<file path="config.mk">
export PLATFORM = sky130hd
export DESIGN_NAME = ssi_rx
export DESIGN_NICKNAME = d
export VERILOG_FILES = /design/src/rtl/ssi_pkg.sv /design/src/rtl/ssi_sync.sv /design/src/rtl/ssi_rx.sv
export SDC_FILE = /design/constraint.sdc
export NUM_CORES = 1
export LEC_CHECK = 0
export CAP_MARGIN = 30
export CORE_AREA = 5 5 122 124
export CTS_CLUSTER_SIZE = 28
export DETAILED_ROUTE_END_ITERATION = 16
export DIE_AREA = 0 0 127 129
export GPL_ROUTABILITY_DRIVEN = 0
export PLACE_DENSITY = 0.8
export REMOVE_ABC_BUFFERS = 1
export SYNTH_ARGS = -nofsm -noshare
export SYNTH_HDL_FRONTEND = slang
export SYNTH_SLANG_ARGS = --single-unit
</file>
<file path="constraint.sdc">
create_clock -name clk -period 1.9 [get_ports clk]
set_clock_uncertainty 0.2 [all_clocks]
set_input_delay 0.38 -clock clk [delete_from_list [all_inputs] [get_ports clk]]
set_output_delay 0.38 -clock clk [all_outputs]
set_load 0.01 [all_outputs]
</file>
<file path="src/rtl/ssi_pkg.sv">
// ssi_pkg: shared constants, FSM state type and counter-width helper for the ssi receiver
package ssi_pkg;
   localparam int LANES = 4;
   typedef enum logic {IDLE, SHIFT} state_t;
   function automatic int cnt_w(input int dw);
      return $clog2(dw + 1);
   endfunction
endpackage

</file>
<file path="src/rtl/ssi_sync.sv">
// ssi_sync: two-flop synchroniser for ssi_clk/fss/xdat plus ssi_clk rising-edge detect
// ports: clk, rst in; ssi_clk, ssi_fss, ssi_xdat raw link in; clk_edge, fss_s, xdat_s synchronised out
module ssi_sync import ssi_pkg::*; (
   input  logic             clk,
   input  logic             rst,
   input  logic             ssi_clk,
   input  logic             ssi_fss,
   input  logic [LANES-1:0] ssi_xdat,
   output logic             clk_edge,
   output logic             fss_s,
   output logic [LANES-1:0] xdat_s
);
   logic [LANES+1:0] r_s1, r_s2;
   logic             r_clk_d;
   always_ff @(posedge clk) begin
      if (rst) begin
         r_s1    <= '0;
         r_s2    <= '0;
         r_clk_d <= 1'b0;
      end else begin
         r_s1    <= {ssi_clk, ssi_fss, ssi_xdat};
         r_s2    <= r_s1;
         r_clk_d <= r_s2[LANES+1];
      end
   end
   assign clk_edge = r_s2[LANES+1] & ~r_clk_d;
   assign fss_s    = r_s2[LANES];
   assign xdat_s   = r_s2[LANES-1:0];
endmodule

</file>
<file path="src/rtl/ssi_rx.sv">
// ssi_rx: 4-lane synchronous serial receiver, one DW-bit word per lane per frame, valid/ready output
// ports: clk, rst; ssi_clk, ssi_fss, ssi_xdat link in; rx_data/rx_valid/rx_ready frame out;
//        frm_err (framing/timeout pulse), overflow (dropped frame pulse), frm_cnt (accepted frames)
module ssi_rx import ssi_pkg::*; #(
   parameter int DW      = 16,
   parameter int TIMEOUT = 255
) (
   input  logic                clk,
   input  logic                rst,
   input  logic                ssi_clk,
   input  logic                ssi_fss,
   input  logic [LANES-1:0]    ssi_xdat,
   output logic [LANES*DW-1:0] rx_data,
   output logic                rx_valid,
   input  logic                rx_ready,
   output logic                frm_err,
   output logic                overflow,
   output logic [15:0]         frm_cnt
);
   localparam int CW = cnt_w(DW);
   state_t              r_state, w_next;
   logic                w_edge, w_fss;
   logic [LANES-1:0]    w_xdat;
   logic [LANES*DW-1:0] r_sh, w_sh;
   logic [CW-1:0]       r_cnt;
   logic [15:0]         r_tmo;
   logic                w_shift, w_done, w_err, w_load;
   ssi_sync u_sync (
      .clk      (clk),
      .rst      (rst),
      .ssi_clk  (ssi_clk),
      .ssi_fss  (ssi_fss),
      .ssi_xdat (ssi_xdat),
      .clk_edge (w_edge),
      .fss_s    (w_fss),
      .xdat_s   (w_xdat)
   );
   // w_sh already contains the bit of the current edge, so a completed frame loads straight from it
   always_comb begin
      w_sh = r_sh;
      for (int l = 0; l < LANES; l++) w_sh[l*DW +: DW] = {r_sh[l*DW +: DW-1], w_xdat[l]};
   end
   always_comb begin
      w_next  = r_state;
      w_err   = 1'b0;
      w_done  = 1'b0;
      w_shift = w_edge & (r_state == SHIFT | w_fss);
      if (r_state == IDLE) w_next = (w_edge & w_fss) ? SHIFT : IDLE;
      else if (w_edge) begin
         w_err  = w_fss;
         w_done = ~w_fss & (r_cnt == CW'(DW-1));
         w_next = w_done ? IDLE : SHIFT;
      end else if (r_tmo == 16'(TIMEOUT-1)) begin
         w_err  = 1'b1;
         w_next = IDLE;
      end
   end
   assign w_load = w_done & (~rx_valid | rx_ready);
   always_ff @(posedge clk) begin
      if (rst) r_state <= IDLE;
      else r_state <= w_next;
   end
   always_ff @(posedge clk) begin
      if (rst) begin
         r_sh     <= '0;
         r_cnt    <= '0;
         r_tmo    <= '0;
         rx_data  <= '0;
         rx_valid <= 1'b0;
         frm_err  <= 1'b0;
         overflow <= 1'b0;
         frm_cnt  <= '0;
      end else begin
         if (w_shift) begin
            r_sh  <= w_sh;
            r_cnt <= w_fss ? CW'(1) : r_cnt + 1'b1;
         end
         r_tmo    <= (r_state == IDLE | w_edge) ? '0 : r_tmo + 1'b1;
         frm_err  <= w_err;
         overflow <= w_done & ~w_load;
         if (w_load) begin
            rx_data <= w_sh;
            frm_cnt <= frm_cnt + 1'b1;
         end
         rx_valid <= w_load | (rx_valid & ~rx_ready);
      end
   end
endmodule

</file>
==> results of run 1 <==
## worst paths after layout
| path | from | end | slack [ns] | cells past startpoint |
|---|---|---|---|---|
| min | rst | overflow$_SDFF_PP0_ | 0.23 | 5 |
| max | r_cnt[0]$_SDFFE_PP0P_ | frm_cnt[7]$_SDFFE_PP0P_ | -0.05 | 8 |
| max reg2reg | r_cnt[0]$_SDFFE_PP0P_ | frm_cnt[7]$_SDFFE_PP0P_ | -0.05 | 8 |
| min reg2reg | u_sync.r_s1[5]$_SDFF_PP0_ | u_sync.r_s2[5]$_SDFF_PP0_ | 0.24 | 1 |
## critical path, delay by kind of cell (launching register included)
family / cells / cell delay [ns]
AO/OA/AOI/OAI: 1 / 0.13
adder cells (fa/ha/maj): 2 / 0.29
buffers and inverters: 2 / 0.29
flip-flops: 1 / 0.35
AND/OR/NAND/NOR: 3 / 0.64
## state kept, by name, summed over array words and instances (netlist names)
name	cells
frm_err	1
frm_cnt	16
r_cnt	5
u_sync.r_s2	6
u_sync.r_s1	6
u_sync.r_clk_d	1
rx_valid	1
overflow	1
rx_data	64
r_state	1
r_sh	60
r_tmo	16
## cell usage in the layout (no fill, tap or decap), types with 5 or more instances in the layout
master and n:
nand3_1 7, inv_1 9, clkdlybuf4s50_1 9, xnor2_1 7, dfxtp_1 174, buf_4 39, clkbuf_16 18, buf_12 7
nand4_1 10, a21oi_2 42, a21oi_1 102, nand2_1 256, nor2b_1 18, or3_1 5, dlygate4sd2_1 55, or4_1 6
nand2_4 8, o21ai_0 7, o31ai_1 6, dlymetal6s2s_1 26, clkinvlp_4 5, buf_6 7, nor2_1 25, nor4_1 5
## synth_stat cells
| cell | number | area, sq um |
|---|---|---|
| nand4_2 | 1 | 12.5 |
| or4_1 | 8 | 60.1 |
| a31o_2 | 1 | 8.76 |
| o31ai_1 | 8 | 60.1 |
| and2_1 | 2 | 12.5 |
| or3_1 | 7 | 43.8 |
| buf_1 | 3 | 11.3 |
| nand3_1 | 7 | 35.0 |
| o21ai_1 | 1 | 5.00 |
| nand4b_1 | 1 | 8.76 |
| a22oi_1 | 1 | 7.51 |
| buf_6 | 3 | 33.8 |
| or2_2 | 2 | 12.5 |
| a32oi_1 | 1 | 8.76 |
| mux2_1 | 2 | 22.5 |
| buf_2 | 8 | 40.0 |
| nor2_1 | 26 | 97.6 |
| and4bb_1 | 1 | 12.5 |
| and4_1 | 2 | 17.5 |
| mux2i_1 | 2 | 20.0 |
| nand2_1 | 266 | 998 |
| dfxtp_1 | 178 | 3560 |
| nand3_2 | 2 | 20.0 |
| nor4b_1 | 2 | 17.5 |
| nand2b_1 | 2 | 12.5 |
| and3_1 | 4 | 25.0 |
| nand4_4 | 1 | 21.3 |
| ha_1 | 5 | 62.6 |
| nor3_1 | 3 | 15.0 |
| clkbuf_1 | 39 | 146 |
| o21ai_0 | 8 | 40.0 |
| xnor2_1 | 7 | 61.3 |
| nor4_1 | 6 | 37.5 |
| a21oi_1 | 144 | 721 |
| nand4_1 | 10 | 62.6 |
| xor2_1 | 4 | 35.0 |
| a211oi_1 | 1 | 7.51 |
| inv_1 | 9 | 33.8 |
| nor2b_1 | 18 | 113 |
## layer usage
| layer | up-vias | track usage, % | part of all wire [%] |
|---|---|---|---|
| met1 | 2716 | 22.4 | 44 |
| met3 | 20 | 5.23 | 5.5 |
| met4 | 0 | 7.57 | 1.6 |
| met2 | 149 | 30.7 | 48 |
| li1 | 2862 | - | - |
| met5 | - | 0 | 0 |
## stage by stage
| step | area, sq um | worst slack (ns) | util [%] |
|---|---|---|---|
| after floorplan | 6290 | -1.11 | - |
| after global placement | 7850 | -0.306 | 57.4 |
| after detailed placement | 7850 | -0.371 | 57.4 |
| after CTS | 8540 | -0.0225 | 62.5 |
| after global routing | 8930 | -0.124 | 65.4 |
| final | 8930 | -0.0455 | 65.4 |
## report_power, final
part	total [mW]	internal (mW)	switching (mW)
Clock	3.39	1.95	1.44
Combinational	0.128	0.0416	0.0861
Sequential	3.75	3.74	0.00458
## timing repair
item | 4_1_cts | 5_1_grt
endpoints found under the setup margin | 132 | 104
buffers inserted | 5 | 2
pin swaps | 9 | 20
gates cloned | 1 | 1
gates resized for setup | 81 | 100
## cell families after synthesis
kind of cell    count (synthesis)
compound gates                165
mux                             4
buf+inv                        62
flops                         178
fa+ha+maj                       5
simple gates                  371
xor+xnor                       11
## layout make-up
cell class              instances  area, sq um
repair buffers                145         1460
well taps                     180          225
inverters                       9         33.8
fillers                      1122         4730
multi-input cells             556         3060
flip-flops and latches        178         3570
clock inverters                10         98.8
clock buffers                  22          484
==> flow_summary.toml, run 1 <==
[status]
status = "finished with violations"
failed_checks = "negative setup slack"

[synthesis]
ys_types = 39
synth_xor_area_share_pct = 1.48
avgSynthCellArea_sq_um = 8.20
synth-simple-area-share_pct = 25.1
synth_fa_ha_area_share_pct = 0.959
syn_inst = 796
synth-compound-area-share_pct = 13.2
synth.area.mux_share_pct = 0.652
yosysSeqAreaShare_pct = 54.6
yosysWarnings = 0
netlist_area_sq_um = 6520
synth_top_family_by_area = "simple AND/OR/NAND/NOR gates"
synth-seq-cells = 178

[sta]
period_share_pct = 102
max_slew_margin_pct = 65.5
setup_viol_count_final = 19
postLayoutSetupSlackWorst_ns = -0.0455
tightest_slew_ns = 0.516
hold_viol = 0
final.setup.tns_ns = -0.389
fmax_ghz = 0.514
period_minus_slack_ns = 1.95
slew_viol_final = 0
hold_ws_ns = 0.225
rsz0062_at_grt = "true"

[clock_tree]
cts.clk_slew.worst_paths_ns = 0.06
postCtsHoldBufs = 0
cts-htree-levels = 4
root_buffer = "clkbuf_16"
cts_tree = "built"
clockBufferDepth = 2
cts_sinks = 178
clk_latency_ns = 0.43
cts_buffers = 17

[layout]
area_delta_synth_final_pct = 36.9
antennaDiodeCount = 0
layout.cells.non_filler = 1100
nNetsFinal = 921
drive_gt1_share_pct = 17.9

[setup_path]
cp.arrival_ns = 2.11
crit_path_max_fanout = 7
endpoint_kind = "register"
crit_type = "register to register"
worstPathCellList = "ha_4, and3_4, ha_4, buf_6, nand4_4, buf_6, or3_4, a21oi_2"
startpoint_type = "register"
required_ns = 2.06
slowest_delay_ns = 0.35
critPathSlowestCell = "dfxtp_2"

[die]
die_x_um = 127
start_util_pct = 47.7
ios = 92
die_area_sq_um = 16400
fp.coreArea_sq_um = 13700
die_h_um = 129
num_rows = 43

[placed_design]
io_buffers = 91
place_inst = 1059
hpwlAfterDp_um = 9220

[routing]
avgRoutedWirePerCell_um = 13.8
via_per_inst = 5.22
wirelength_um = 15200
drt-pass1-iter-count = 7
initialDrtViolationCount = 355
vias = 5747
antenna_left = 0
drcViolationCount = 0

[run]
max-cap-violations = 0

[grt]
grt_max_degree = 79
overflow = 0
track_usage_pct = 18.4
grt_pass1_vias = 5337
antenna_found_initial = 0
grt_pass1_wl_um = 24700

[power_and_ir_drop]
p_leak_nw = 3.77
irDropWorstVdd_v = 0.000607
p_per_area_nw_per_um2 = 813
p_total_mw = 7.27

[worst_hold_path]
hold_path.class = "primary input to register"
Note: power is estimated with default switching activity, not from simulation.
==> run 2, diff against run 1 <==
--- a/config.mk
+++ b/config.mk
@@ -11,6 +11,7 @@
 export DETAILED_ROUTE_END_ITERATION = 16
 export DIE_AREA = 0 0 127 129
 export GPL_ROUTABILITY_DRIVEN = 0
+export GPL_TIMING_DRIVEN = 0
 export PLACE_DENSITY = 0.8
 export REMOVE_ABC_BUFFERS = 1
 export SYNTH_ARGS = -nofsm -noshare
==> run 2 against run 1 <==
Against the previous run:
- die area unchanged
- via count up 1.1%
- highest routed layer unchanged
- register-to-register slack got worse by 0.10 ns
- largest power group unchanged
- cell area rose by 2.3%
- the run still ends with negative setup slack left
- cell count about the same
- critical endpoint is now frm_cnt[8]$_SDFFE_PP0P_
- core utilization grew 1.5 points
- clock-buffer cell count shrank 4
- global-route usage increased by 2.9 points
- total power is 4.7% higher
- wire length is 15% higher
- sequential power is essentially flat
- combinational power down 9%
==> flow_summary.toml, run 2 (same netlist as run 1, synthesis figures left out) <==
[status]
status = "finished with violations"
failed_checks = "negative setup slack"

[layout]
regMostFlops = "rx_data"
final_common_cell = "nand2_1"
mostFrequentLayoutCells = "nand2_1, dfxtp_1, a21oi_1"
largest_reg_flops = 64
fin_area_sq_um = 9140
nNetsFinal = 922
area_delta_synth_final_pct = 40.0
reg_top3 = "rx_data (64), r_sh (60)"
antennaDiodeCount = 0
drive_gt1_share_pct = 17.4
n_fill_cell = 1140

[grt]
grt_pass1_vias = 5533
grt_pass1_wl_um = 27800
overflow = 0
grt_max_degree = 101
antenna_found_initial = 0
track_usage_pct = 21.3

[die]
fp.coreArea_sq_um = 13700
die_h_um = 129
die_x_um = 127
die_area_sq_um = 16400
start_util_pct = 47.7
num_rows = 43
ios = 92

[routing]
antenna_left = 0
drcViolationCount = 0
wirelength_um = 17500
avgRoutedWirePerCell_um = 15.9
vias = 5813
drt-pass1-iter-count = 8
via_per_inst = 5.28
initialDrtViolationCount = 441

[sta]
slew_viol_final = 0
rsz0062_at_grt = "true"
postLayoutSetupSlackWorst_ns = -0.149
setup_viol_count_final = 54
max_slew_margin_pct = 49.1
hold_viol = 0
period_share_pct = 108
tightest_slew_ns = 0.760
fmax_ghz = 0.488
period_minus_slack_ns = 2.05

[worst_hold_path]
whs_path_depth = 2
hp-start = "rst"
hold_end = "rx_data[13]$_SDFFE_PP0P_"
hold_path.class = "primary input to register"

[clock_tree]
cts.clk_slew.worst_paths_ns = 0.07
root_buffer = "clkbuf_16"
cts-htree-levels = 4
cts_buffers = 17
cts_sinks = 178
postCtsHoldBufs = 0
clk_latency_ns = 0.43
cts_tree = "built"
clockBufferDepth = 2

[setup_path]
critPathBufInv = 2
worstPathCellList = "ha_4, and3_4, ha_4, buf_6, nand3_4, buf_6, o31ai_1, a21oi_2"
r2r_slack_ns = -0.15
slowest_delay_ns = 0.36
r2r_end = "frm_cnt[8]$_SDFFE_PP0P_"
required_ns = 2.00
worstRegToRegCells = 8
cp.arrival_ns = 2.15
crit_path_max_fanout = 12
crit_type = "register to register"
r2r-start = "r_cnt[0]$_SDFFE_PP0P_"
endpoint_kind = "register"
critPathTopFamily = "compound AO/OA/AOI/OAI gates"
startpoint_type = "register"
critPathSlowestCell = "dfxtp_4"

[power_and_ir_drop]
p_total_mw = 7.61
irDropWorstVdd_v = 0.000679
p_per_area_nw_per_um2 = 833
p_leak_nw = 3.80

[placed_design]
io_buffers = 91
placed_cell_area_sq_um = 7540
hpwlAfterDp_um = 8460

[run]
max-cap-violations = 0
run 2: repair_timing:
action,in CTS,in global routing
setup endpoints to repair,171,152
buffers inserted,35,5
gates cloned,11,3
gates resized for setup,104,73
pin swaps,13,13
run 2: layer usage:
layer	track usage, %	vias to the layer above	routed length [um]
met3	5.27	27	960
li1	-	2878	-
met4	8.14	0	336
met1	27.0	2747	7840
met2	35.2	161	8340
met5	0	-	0
run 2: per-stage QoR:
stage	setup TNS, ns	util, %	hold slack [ns]	setup slack, ns	cells
after floorplan	-130.05	-	0.214	-1.11	743
after global placement	-637.75	54.4	0.218	-4.83	1014
after detailed placement	-68.35	55.2	0.230	-1.32	1018
after CTS	-3.35	64.6	0.159	-0.0958	1095
after global routing	-9.22	66.8	0.183	-0.176	1101
final	-4.73	66.8	0.171	-0.149	1101
run 2: layout make-up:
class / instances / area [sq um] / share of cell area [%]
flip-flops and latches: 178 / 3590 / 39.3
multi-input cells: 562 / 3040 / 33.3
repair buffers: 140 / 1620 / 17.7
clock buffers: 18 / 429 / 4.70
well taps: 180 / 225 / 2.47
clock inverters: 14 / 203 / 2.22
inverters: 9 / 33.8 / 0.370
run 2: power by group:
part	switching, mW	total (mW)	internal, mW
clock	1.52	3.74	2.22
sequential	0.00786	3.75	3.74
combinational	0.0807	0.117	0.0362
total	1.61	7.61	6.00
run 2: how the worst max path moves through the flow:
stage	from	to	slack, ns	depth (start not counted)
3_5_place_dp	rx_ready	frm_cnt[12]$_SDFFE_PP0P_	-1.32	5
5_1_grt	r_cnt[0]$_SDFFE_PP0P_	rx_data[15]$_SDFFE_PP0P_	-0.18	10
4_1_cts	r_cnt[1]$_SDFFE_PP0P_	frm_cnt[8]$_SDFFE_PP0P_	-0.1	7
2_1_floorplan	u_sync.r_clk_d$_SDFF_PP0_	r_cnt[0]$_SDFFE_PP0P_	-1.11	4
3_3_place_gp	rst	r_tmo[13]$_SDFF_PP0_	-4.83	5
6_report	r_cnt[0]$_SDFFE_PP0P_	frm_cnt[8]$_SDFFE_PP0P_	-0.15	8
